--- src/rtl/serial_word_loader_if.sv ---
// Handshake bundle between a serial bit source, the word loader and the
// downstream register stage that consumes assembled words.
interface serial_word_loader_if #(
  parameter int N = 4
);
  logic         s_bit;
  logic         s_valid;
  logic         s_ready;
  logic         s_clear;
  logic [N-1:0] q_data;
  logic         q_valid;
  logic         q_ready;

  modport master (
    output s_bit, s_valid, s_clear, q_ready,
    input  s_ready, q_data, q_valid
  );

  modport slave (
    input  s_bit, s_valid, s_clear, q_ready,
    output s_ready, q_data, q_valid
  );
endinterface

--- src/rtl/serial_word_loader.sv ---
// Serial-in, parallel-out word loader with one word of output buffering.
//   state | meaning
//   SHIFT | accepting serial bits into the shift register
//   HOLD  | complete word parked in sr, waiting for the output slot to free
module serial_word_loader #(
  parameter int N         = 4,
  parameter bit MSB_FIRST = 1'b1
) (
  input logic                CLK,
  input logic                RST_N,
  serial_word_loader_if.slave bus
);

  localparam int CW = (N > 1) ? $clog2(N) : 1;

  typedef enum logic {
    SHIFT = 1'b0,
    HOLD  = 1'b1
  } state_t;

  state_t          r_state, w_state_nxt;
  logic [N-1:0]    r_sr, w_sr_nxt;
  logic [N-1:0]    r_q_data, w_q_data_nxt;
  logic [N-1:0]    w_shifted;
  logic [CW-1:0]   r_cnt, w_cnt_nxt;
  logic            r_q_valid, w_q_valid_nxt;
  logic            w_accept;
  logic            w_take;
  logic            w_last;

  generate
    if (N == 1) begin : g_single
      assign w_shifted = bus.s_bit;
    end else if (MSB_FIRST) begin : g_msb
      assign w_shifted = {r_sr[N-2:0], bus.s_bit};
    end else begin : g_lsb
      assign w_shifted = {bus.s_bit, r_sr[N-1:1]};
    end
  endgenerate

  assign bus.s_ready = RST_N && (r_state == SHIFT);
  assign bus.q_data  = r_q_data;
  assign bus.q_valid = r_q_valid;

  assign w_accept = bus.s_valid && bus.s_ready;
  assign w_take   = r_q_valid && bus.q_ready;
  assign w_last   = (r_cnt == CW'(N - 1));

  always_comb begin
    w_state_nxt   = r_state;
    w_sr_nxt      = r_sr;
    w_cnt_nxt     = r_cnt;
    w_q_data_nxt  = r_q_data;
    w_q_valid_nxt = r_q_valid;

    if (bus.s_clear) begin
      // Abort drops the partial or parked word but lets the output handshake finish.
      w_cnt_nxt   = '0;
      w_state_nxt = SHIFT;
      if (w_take) w_q_valid_nxt = 1'b0;
    end else if (r_state == HOLD) begin
      if (bus.q_ready) begin
        w_q_data_nxt = r_sr;
        w_state_nxt  = SHIFT;
      end
    end else begin
      if (w_take) w_q_valid_nxt = 1'b0;
      if (w_accept) begin
        if (w_last) begin
          w_cnt_nxt = '0;
          if (!r_q_valid || bus.q_ready) begin
            w_q_data_nxt  = w_shifted;
            w_q_valid_nxt = 1'b1;
          end else begin
            w_sr_nxt    = w_shifted;
            w_state_nxt = HOLD;
          end
        end else begin
          w_sr_nxt  = w_shifted;
          w_cnt_nxt = r_cnt + CW'(1);
        end
      end
    end
  end

  always_ff @(posedge CLK) begin
    if (!RST_N) begin
      r_state   <= SHIFT;
      r_sr      <= '0;
      r_cnt     <= '0;
      r_q_data  <= '0;
      r_q_valid <= 1'b0;
    end else begin
      r_state   <= w_state_nxt;
      r_sr      <= w_sr_nxt;
      r_cnt     <= w_cnt_nxt;
      r_q_data  <= w_q_data_nxt;
      r_q_valid <= w_q_valid_nxt;
    end
  end

endmodule
--- src/flat_wrapper.sv ---
// flat-port wrapper written by rule: the top's interface ports become plain ports
module serial_word_loader_flat 
#(
  parameter int N         = 4,
  parameter bit MSB_FIRST = 1'b1
)
  (CLK, RST_N, bus_s_bit, bus_s_valid, bus_s_clear, bus_q_ready, bus_s_ready, bus_q_data, bus_q_valid);
  serial_word_loader_if #(.N(N)) bus_i ();
  input logic CLK;
  input logic RST_N;
  input wire logic [$bits(bus_i.s_bit)-1:0] bus_s_bit;
  input wire logic [$bits(bus_i.s_valid)-1:0] bus_s_valid;
  input wire logic [$bits(bus_i.s_clear)-1:0] bus_s_clear;
  input wire logic [$bits(bus_i.q_ready)-1:0] bus_q_ready;
  output wire logic [$bits(bus_i.s_ready)-1:0] bus_s_ready;
  output wire logic [$bits(bus_i.q_data)-1:0] bus_q_data;
  output wire logic [$bits(bus_i.q_valid)-1:0] bus_q_valid;
  assign bus_i.s_bit = bus_s_bit;
  assign bus_i.s_valid = bus_s_valid;
  assign bus_i.s_clear = bus_s_clear;
  assign bus_i.q_ready = bus_q_ready;
  assign bus_s_ready = bus_i.s_ready;
  assign bus_q_data = bus_i.q_data;
  assign bus_q_valid = bus_i.q_valid;
  serial_word_loader #(.N(N), .MSB_FIRST(MSB_FIRST)) u_core (.CLK(CLK), .RST_N(RST_N), .bus(bus_i));
endmodule
--- config.mk ---
export PLATFORM = sky130hd
export DESIGN_NAME = serial_word_loader_flat
export DESIGN_NICKNAME = d
export VERILOG_FILES = /design/src/rtl/serial_word_loader_if.sv /design/src/rtl/serial_word_loader.sv /design/src/flat_wrapper.sv
export SDC_FILE = /design/constraint.sdc
export NUM_CORES = 1
export LEC_CHECK = 0
export CAP_MARGIN = 0
export CORE_AREA = 2 2 39 41
export DETAILED_ROUTE_END_ITERATION = 7
export DIE_AREA = 0 0 41 43
export PLACE_DENSITY = 0.77
export SLEW_MARGIN = 20
export SYNTH_ARGS = -nofsm -noshare
export SYNTH_HDL_FRONTEND = slang
export SYNTH_SLANG_ARGS = --single-unit
--- constraint.sdc ---
create_clock -name CLK -period 2.8 [get_ports CLK]
set_input_delay 0.56 -clock CLK [delete_from_list [all_inputs] [get_ports CLK]]
set_output_delay 0.56 -clock CLK [all_outputs]
set_load 0.03 [all_outputs]
==> results.py <==
metrics = {
    "sta": {
        "tns_ps": 0,
        "tightest_slew_ps": 393.2,
        "rsz0062_at_grt": "no",
        "setup_slack_ps": 388.3,
        "timing_hold_violations_final": 0,
        "period_needed_ps": 2412,
        "finalSetupViolCount": 0,
        "finClkSkew_ps": 3.958,
        "slew_violations": 0,
        "finalCritPeriodShare_pct": 86.13,
        "fmax_mhz": 414.7,
        "slew_headroom_pct": 73.75,
    },
    "power_and_ir_drop": {
        "power.density_nw_per_um2": 454.3,
        "internal-power_w": 0.0002676,
        "cellLeakagePower_nw": 0.2519,
        "vdd_drop_max_mv": 0.2270,
        "p_switching_w": 0.00007175,
        "comb_power_share_pct": 8.8,
        "sw_frac_of_total_pct": 21.14,
        "p_seq_share_pct": 51.0,
        "power_frac_clock_pct": 40.2,
    },
    "placement": {
        "hpwl_um": 736.8,
        "io_buffer_count": 11,
        "routabilityCongestion": 0.6035,
        "place_ws_ps": 392.8,
    },
    "setup_path": {
        "reg2reg_depth": 5,
        "cp_max_fo": 2,
        "worstSetupStartpointType": "input port",
        "max_stage_delay_ps": 660,
        "reg2reg_setup_slack_ps": 1400,
        "required_ps": 2240,
        "critPathArrivalTime_ps": 1850,
        "crit_slowest_cell": "clkdlybuf4s50_1",
        "critical_path_class": "input port to primary output",
        "end_kind": "primary output",
        "cp_common_cell": "clkdlybuf4s50_1",
        "crit_chain": "clkdlybuf4s50_1 -> and2b_2 -> clkdlybuf4s50_1",
    },
    "clocking": {
        "ctsResizeCount": 0,
        "numClockSinks": 12,
        "clkSlewWorstSetupHoldPaths_ps": 70,
        "root_buffer": "clkbuf_4",
        "cts_buffers": 3,
        "holdBufCountCts": 0,
        "post_cts_buffers": 0,
        "clock_latency_ps": 270,
        "clock_path_buffers": 2,
        "cts_tree": "yes",
        "htreeDepth": 1,
    },
    "routing": {
        "wl_met1_um": 466,
        "dr.pass1.iters": 4,
        "met2_length_um": 460,
        "top_layer": "met4",
        "via_count": 446,
        "routed_wl_um": 1021,
        "drc_errors": 0,
        "route.met3.wl_um": 80,
        "antenna_left": 0,
        "drt_iter0_markers": 4,
        "vias_per_cell": 5.186,
        "drt-wirelength-per-cell_um": 11.87,
    },
    "synth": {
        "syn_area_sq_um": 599.3,
        "synth_cell_types": 23,
        "synth_cells": 57,
        "synth.yosys.seq_area_share_pct": 40.08,
        "synth_nets": 64,
        "avgSynthCellArea_sq_um": 10.51,
        "ys_seq_elements": 12,
        "yosys_warnings": 0,
    },
    "final_layout": {
        "regArea_sq_um": 240.2,
        "nFillCells": 132,
        "final_common_cell": "dfxtp_1",
        "antennaDiodeCount": 0,
        "most-common-layout-cells": "dfxtp_1 (12), clkdlybuf4s50_1 (11), mux2i_1 (9)",
        "multi_input_area_sq_um": 325.3,
        "area_growth_syn_to_layout_pct": 24.63,
        "nets": 78,
        "drive_above_1_share_pct": 12.86,
    },
    "floorplanning": {
        "fp.dieW_um": 41,
        "core_area_sq_um": 1384,
        "io_pins": 12,
        "dieArea_sq_um": 1763,
        "fp.dieH_um": 43,
        "initial_utilization_pct": 43.31,
        "rows": 14,
    },
    "status": {
        "outcome": "finished, final reports clean",
    },
    "grt": {
        "grt_pass1_wl_um": 1662,
        "grt_pass1_vias": 428,
        "overflow": 0,
        "grt_max_degree": 13,
        "grtUsageTotal_pct": 14.08,
        "antenna_found_initial": 0,
    },
    "worst_hold_path": {
        "holdPathStages": 2,
        "min_path_type": "flip-flop to flip-flop",
    },
    "run": {
        "drv_cap": 0,
    },
}
## path summary, 6_finish.rpt
path | startpoint | to
worst max-delay path | RST_N | bus_s_ready
worst min-delay path | u_core.r_cnt[1] | u_core.r_cnt[1]
worst max register to register | u_core.r_cnt[0] | u_core.bus.q_data[2]
worst min register to register | u_core.r_cnt[1] | u_core.r_cnt[1]
## logic make-up after synthesis
group / Yosys count / synth area share, %
AO/OA/AOI/OAI: 14 / 17.54
adder cells (fa/ha/maj): 1 / 2.087
buffers and inverters: 5 / 5.636
flip-flops: 12 / 40.08
multiplexers: 9 / 15.03
AND/OR/NAND/NOR: 16 / 19.63
## cells in the mapped netlist (all sizes together)
cell,count,area (sq um)
dfxtp,12,240.2
mux2i,9,90.09
a21oi,5,25.02
o21ai,5,25.02
nor2b,4,25.02
and2b,2,16.27
buf,2,22.52
inv,2,7.510
nand2b,2,12.51
nor2,2,7.510
nor3,2,10.01
a41oi,1,8.760
and2,1,6.260
clkbuf,1,3.750
ha,1,12.51
nand3,1,5.000
nand3b,1,7.510
nand4bb,1,27.53
o21ba,1,16.27
o2bb2ai,1,8.760
o31ai,1,21.27
## power groups by stage
stage | Combinational (W) | Clock [W] | Sequential, W
finish | 0.0000298 | 0.000136 | 0.000173
global route | 0.0000321 | 0.000148 | 0.000173
CTS | 0.0000299 | 0.000141 | 0.000173
detailed placement | 0.0000298 | 0 | 0.000177
global placement | 0.0000294 | 0 | 0.000177
floorplan | 0.0000169 | 0 | 0.000177
## worst max-delay path: cells and delay by family
kind / cells / cell delay (ps)
buffers and inverters: 2 / 1140
and+or+nand+nor: 1 / 150
## flip-flops by register name, summed over array words and instances, names as in the netlist
name and cells:
u_core.bus.q_data 4, u_core.bus.q_valid 1, u_core.r_cnt 2, u_core.r_sr 4
u_core.r_state 1
## area by class of cell
| cell class | instances | area share (%) |
|---|---|---|
| Clock buffer | 4 | 4.858 |
| Inverter | 2 | 1.005 |
| Multi-Input combinational cell | 40 | 43.55 |
| Sequential cell | 12 | 32.16 |
| Tap cell | 16 | 2.680 |
| Timing Repair Buffer | 12 | 15.75 |
## stage by stage
| stage | instance area, sq um | hold WS [ps] | std cells | utilization, % | total power, W |
|---|---|---|---|---|---|
| after floorplan | 599.3 | 467.6 | 57 | - | 0.0001939 |
| after global placement | 710.7 | 482.8 | 82 | 51.36 | 0.0002065 |
| after detailed placement | 710.7 | 502.6 | 82 | 51.36 | 0.0002070 |
| after CTS | 747.0 | 521.0 | 86 | 53.98 | 0.0003446 |
| after global routing | 747.0 | 559.9 | 86 | 53.98 | 0.0003540 |
| final | 747.0 | 507.3 | 86 | 53.98 | 0.0003394 |
## metal layers
layer | vias up | GRT usage (%)
met2 | 15 | 21.25
met3 | 4 | 3.141
met1 | 200 | 17.55
met5 | - | 0
met4 | 0 | 8.000
li1 | 227 | -
(Power assumes the default switching activity.)
